<file path="config.mk">
export PLATFORM = sky130hd
export DESIGN_NAME = mpc_vec_addsub_sat
export DESIGN_NICKNAME = d
export VERILOG_FILES = /design/src/rtl/mpc_vec_addsub_sat.sv
export SDC_FILE = /design/constraint.sdc
export NUM_CORES = 1
export LEC_CHECK = 0
export CORE_MARGIN = 5
export CORE_UTILIZATION = 54
export DETAILED_ROUTE_END_ITERATION = 6
export GPL_TIMING_DRIVEN = 1
export MAX_ROUTING_LAYER = met4
export PLACE_DENSITY_LB_ADDON = 0.08
export SLEW_MARGIN = 20
export SYNTH_ARGS = -nofsm -noshare
export SYNTH_HDL_FRONTEND = slang
export SYNTH_SLANG_ARGS = --single-unit
</file>
<file path="constraint.sdc">
create_clock -name ap_clk -period 25.1 [get_ports ap_clk]
set_input_delay 5.02 -clock ap_clk [delete_from_list [all_inputs] [get_ports ap_clk]]
set_output_delay 5.02 -clock ap_clk [all_outputs]
set_load 0.01 [all_outputs]
</file>
<file path="src/rtl/mpc_vec_addsub_sat.sv">
// mpc_vec_addsub_sat: element-serial saturating vector add/subtract under an ap_start/ap_done handshake
module mpc_vec_addsub_sat #(
    parameter int W = 32,
    parameter int N = 4
) (
    input  logic                              ap_clk,
    input  logic                              ap_rst_n,
    input  logic                              ap_start,
    output logic                              ap_ready,
    output logic                              ap_idle,
    output logic                              ap_done,
    input  logic                              mode,
    input  logic [N*W-1:0]                    a_vec,
    input  logic [N*W-1:0]                    b_vec,
    output logic [N*W-1:0]                    y_vec,
    output logic                              sat_flag,
    output logic [$clog2(N+1)-1:0]            sat_cnt
);
    localparam int IDXW = (N > 1) ? $clog2(N) : 1;
    localparam int CNTW = $clog2(N + 1);
    typedef enum logic [1:0] {IDLE, RUN, DONE} state_t;
    state_t state, nxt;
    logic [N-1:0][W-1:0] a_r, b_r, y_r;
    logic mode_r;
    logic [IDXW-1:0] idx;
    logic [W-1:0] a_e, b_e, y_e;
    logic [W:0] r;
    logic sat, last;
    always_comb begin
        a_e = '0;
        b_e = '0;
        for (int i = 0; i < N; i++) begin
            if (idx == IDXW'(i)) begin
                a_e = a_r[i];
                b_e = b_r[i];
            end
        end
    end
    // one guard bit is enough: overflow shows as disagreement between the top two bits
    assign r = mode_r ? {a_e[W-1], a_e} + {b_e[W-1], b_e} : {a_e[W-1], a_e} - {b_e[W-1], b_e};
    assign sat = r[W] ^ r[W-1];
    assign y_e = sat ? {r[W], {(W-1){~r[W]}}} : r[W-1:0];
    assign last = idx == IDXW'(N - 1);
    always_comb begin
        nxt = state == IDLE ? (ap_start ? RUN : IDLE) :
              state == RUN  ? (last ? DONE : RUN) : IDLE;
    end
    assign ap_idle = state == IDLE;
    assign ap_ready = ap_idle && ap_start;
    assign ap_done = state == DONE;
    assign y_vec = y_r;
    always_ff @(posedge ap_clk) begin
        if (!ap_rst_n) begin
            state <= IDLE;
            idx <= '0;
            y_r <= '0;
            sat_flag <= 1'b0;
            sat_cnt <= '0;
        end else begin
            state <= nxt;
            if (ap_ready) begin
                a_r <= a_vec;
                b_r <= b_vec;
                mode_r <= mode;
                idx <= '0;
                sat_flag <= 1'b0;
                sat_cnt <= '0;
            end
            if (state == RUN) begin
                idx <= idx + 1'b1;
                for (int i = 0; i < N; i++) begin
                    if (idx == IDXW'(i)) y_r[i] <= y_e;
                end
                if (sat) begin
                    sat_flag <= 1'b1;
                    sat_cnt <= sat_cnt + CNTW'(1);
                end
            end
        end
    end
endmodule
</file>
Yosys cells after proc, flatten, opt, wreduce, memory -nomap -nowiden:

Cells that the tools add are included.

* register bits after elaboration: 393
* output and inout port bits: 135

* $add $sub $neg: 4
* eq/ne operators: 5
* muxes and demuxes: 22
* bitwise operators: 2
* reductions and logical operators: 9

Operators by type and width (number)
* $mux 32: 9
* $add 32x32->33: 1
* $mux 33: 1
* $sub 32x32->33: 1
* $mux 2: 5
* $reduce_and 2->1: 5
* $mux 3: 3
* $eq 2x2->1 const B: 3
* $eq 2x1->1 const B: 2
* $logic_not 2->1: 2
* $mux 1: 4
* $add 3x1->3 const B: 1
* $add 2x1->2 const B: 1
* $reduce_bool 2->1: 1
* $logic_and 1x1->1: 1
* $not 1->1: 1
* $xor 1x1->1: 1

Logic depth before layout (Yosys ltp):

* depth in word-level cells: 10
* depth in mapped cells: 29
* gate-level depth less buffers: 25

Worst setup path before layout:

No wires, ideal clock.

* path kind: input-to-reg
* start: input ap_rst_n
* end: register a_r[0] (netlist name), enable pin
* setup time: 0.653 ns
* data arrival time: 11.497 ns
* path slack: 12.950 ns
* cell stages on the path: 3
* path through: clkbuf_1 -> clkbuf_1 -> and3_1

* longest elaborated chain between the ends: 1

Ends and longest elaborated chain
* from (decl): line 7 `input logic ap_rst_n,`
* $reduce_and 2->1 (no line)
* to (signal assigned): line 62 `a_r <= a_vec;`
* to (decl): line 23 `logic [N-1:0][W-1:0] a_r, b_r, y_r;`

Every way passes these cells.
A chain may end at the register's enable or synchronous reset.

Worst setup path after layout:

* start: input ap_start
* end: output ap_ready

* longest elaborated chain between the ends: 1

Ends and longest elaborated chain
* from (decl): line 8 `input logic ap_start,`
* $logic_and 1x1->1: line 49 `assign ap_ready = ap_idle && ap_start;`
* to (decl): line 9 `output logic ap_ready,`

Every way passes these cells.

==> reports/qor.txt <==
io pins -> 395
fin area -> 0.0223 mm^2
met2 wire len -> 22600 um
Top delay family on crit path -> buffers and inverters
#FFs+latches synth -> 393
RSZ-0062 raised after global routing -> false
worst min-delay path startpoint -> y_vec[32]
top cells by area, synth -> edfxtp_1 46%, dfxtp_1 16%, nand2_1 5.3%
Combinational Power Share -> 0.274
Antenna Nets Post-Route -> 0
sw frac -> 0.305
Final Cycle Share -> 0.451
hpwl dp -> 35000 um
area of placed instances -> 0.0211 mm^2
Worst-path clk slew -> 60 ps
CTS Sinks -> 393
Worst Reg2Reg Path Length in Cells -> 24
Int Pwr -> 0.00125 W
CP dominant cell by count -> clkdlybuf4s50_1
reg2reg end -> y_vec[69]
sequential fraction of the synthesis area -> 0.619
Setup CP Type -> input pin to output pin
final hold slack -> 453 ps
worst clock skew -> 13.4 ps
Die W -> 187 um
Buf/Inv on CP -> 3
synthesized area -> 0.0169 mm^2
share of cells above drive strength 1 -> 0.0447
met3 WL post-DR -> 3700 um
wirelength, routed -> 46600 um
1st-iter DRT viols -> 946
r2r setup slk -> 17140 ps
maximum clock insertion buffer count -> 3
area fraction of the dominant cell type after synthesis -> 0.458
post-route DRC violation count -> 0
number of placement rows -> 64
Hold Path End -> y_vec[32]
CP startpoint kind -> input pin
cts repair resizes -> 0
Tot Pwr -> 0.00180 W
Post-Synthesis Cells -> 1515
Total Routing Usage GR -> 0.265
port bufs -> 394
core area -> 0.0307 mm^2
postcts setup bufs -> 0
first-pass GRT wire length -> 71500 um
critical path data required time -> 20080 ps
pwr dens -> 80.7 mW/mm^2
biggest cell delay along the critical path -> 530 ps
Slowest cell on crit path -> clkdlybuf4s50_1
Worst-Margin Slew -> 1120 ps
Slew Viols, Final -> 0
Final #Nets -> 2176
placed insts -> 2230
post-synth top area cell -> edfxtp_1
Die Height -> 187 um
wire per inst -> 20.2 um
CTS H-tree lvls -> 2
f_max -> 0.0883 GHz
Skew-Pair Late Insertion Delay -> 520 ps
Post-synth EDFFs -> 257
Synth Warn # -> 0
setup tns final -> 0 ps
Max-slew headroom -> 0.255
Top FF cell, synth -> edfxtp_1
overflow left after global routing -> 0
ys async rst share -> 0
Hold Crit Depth -> 2
synthesis-to-finish area growth -> 32.5%
CP Max Fanout -> 5
highest routed layer -> met4
TritonCTS clock tree -> done
routability congestion estimate from global placement -> 0.922
Unique masters post-synth -> 69
largest net degree at the start of global routing -> 191
Psw -> 0.000550 W
vias in the first global route -> 13100
Root Driver -> clkbuf_16
CP endpoint kind -> output pin
Final setup viols -> 0
syn_nets -> 1815
Leak -> 8.24 nW
worst IR drop on VDD -> 0.0000601 V
worst r2r src -> idx[0]
TritonCTS Buffers -> 40
vias per inst -> 5.67
Die ar. -> 0.0348 mm^2
Clock Power Share -> 0.313
Syn Area/Cell -> 11.1 um^2
MaxCap Viol Count -> 0
WL met1 -> 18600 um
minimum clock period -> 11320 ps
via count -> 13000
Final Hold Violating Endpoints -> 0
outcome -> finished clean
Starting Density -> 0.549
Critical Path AT -> 6300 ps
non-filler cells, final -> 2301
CP cell instances -> clkdlybuf4s50_1 -> nand2_1 -> inv_1 -> clkdlybuf4s50_1
Flop pwr share -> 0.413
antenna violations before repair -> 2
hold_buf cts -> 0
Pre-Repair DR Iteration Count -> 5
HP Class -> flop to flop
[Yosys cell counts (3+ instances only)]
| master | number |
|---|---|
| o211a_1 | 22 |
| a21boi_0 | 9 |
| nor2_1 | 109 |
| o31ai_1 | 3 |
| a2bb2oi_1 | 3 |
| nand4_1 | 6 |
| a22o_1 | 12 |
| nand2b_1 | 3 |
| inv_1 | 22 |
| a21oi_1 | 114 |
| clkbuf_1 | 60 |
| o221ai_1 | 4 |
| and2_0 | 3 |
| maj3_1 | 10 |
| a31oi_1 | 11 |
| and4_1 | 3 |
| o21ai_0 | 155 |
| nand2_1 | 237 |
| a21o_1 | 15 |
| o21bai_1 | 3 |
| and3_1 | 7 |
| xor2_1 | 25 |
| o21a_1 | 6 |
| nor3b_1 | 7 |
| and2_1 | 12 |
| nand3_1 | 19 |
| a22oi_1 | 31 |
| a221oi_1 | 5 |
| edfxtp_1 | 257 |
| ha_1 | 39 |
| or2_2 | 4 |
| o211ai_1 | 19 |
| or3_1 | 3 |
| buf_1 | 13 |
| a211oi_1 | 4 |
| nor3_1 | 8 |
| buf_2 | 10 |
| xnor2_1 | 36 |
| nor2b_1 | 17 |
| dfxtp_1 | 136 |
| nand3b_1 | 3 |
| o22a_1 | 14 |
[layer usage]
| metal | global-route usage | vias up |
|---|---|---|
| met1 | 0.324 | 6136 |
| met4 | 0.0880 | 0 |
| met5 | - | - |
| li1 | - | 6245 |
| met3 | 0.0613 | 105 |
| met2 | 0.436 | 554 |
[power by group through the flow]
stage               Clock (W)  Sequential (W)  Combinational, W
floorplan                   0        0.000766          0.000280
global placement            0        0.000756          0.000481
detailed placement          0        0.000757          0.000489
CTS                  0.000572        0.000744          0.000492
global route         0.000602        0.000747          0.000537
finish               0.000564        0.000744          0.000494
[how the worst max path moves through the flow]
stage	depth (start not counted)	start	slack, ps	end
after floorplan	3	ap_rst_n	12950	a_r[0]
after global placement	4	ap_start	13810	ap_ready
after detailed placement	4	ap_start	13780	ap_ready
after CTS	4	ap_start	13770	ap_ready
after global routing	4	ap_start	13710	ap_ready
final	4	ap_start	13780	ap_ready
[cell families (layout without fill, tap and decap cells)]
logic type                 Yosys count  after routing  share of synthesized area
xor gates and xnor gates            62             62                     0.0330
buffers and inverters              109            497                     0.0261
DFF                                393            393                      0.619
and+or+nand+nor                    450            450                      0.116
muxes                                2              2                    0.00119
adders and majority gates           50             50                     0.0361
other                                0              2                          0
AOI/OAI and AO/OA                  449            449                      0.168
[tightest hold or removal path, cell delays in order, from the launching register on]
cell and delay [ps]:
dfxtp_1 320, nand2_1 50, o21ai_0 50
[layout make-up]
cell class                      count  area, um^2
Multi-Input combinational cell   1013        6030
Inverter                           23        86.3
Tap cell                          396         495
Clock inverter                      8        62.6
Clock buffer                       61        1180
Antenna cell                        2        5.00
Timing Repair Buffer              405        4030
Fill cell                        2171        8340
Sequential cell                   393       10400
[stage by stage]
step                worst slack [ps]   util
floorplan                      12950      -
global placement               13810  0.687
detailed placement             13780  0.687
CTS                            13770  0.728
global route                   13710  0.728
finish                         13780  0.728
[sequential cells by signal, indices dropped and copies added, names as in the netlist]
| signal | count |
|---|---|
| a_r | 128 |
| b_r | 128 |
| y_vec | 128 |
| sat_cnt | 3 |
| idx | 2 |
| state | 2 |
| mode_r | 1 |
| sat_flag | 1 |
[layout by cell type, fill, tap and decap left out, drive strengths merged, types with 5 or more instances in the layout]
cell / count
and3: 7
a21boi: 9
xor2: 25
a21o: 15
a21oi: 114
o21a: 6
clkbuf: 61
a22o: 12
a221oi: 5
o21ai: 155
nand2: 238
nor3: 8
clkdlybuf4s50: 393
nor2: 111
edfxtp: 257
o211a: 22
maj3: 10
nor3b: 7
ha: 39
clkinv: 6
dfxtp: 136
o211ai: 20
inv: 24
nor2b: 17
buf: 12
a22oi: 31
a31oi: 11
nand3: 19
and2: 15
nand4: 7
xnor2: 36
o22a: 14
No activity file was read; power rests on OpenSTA's default activity.
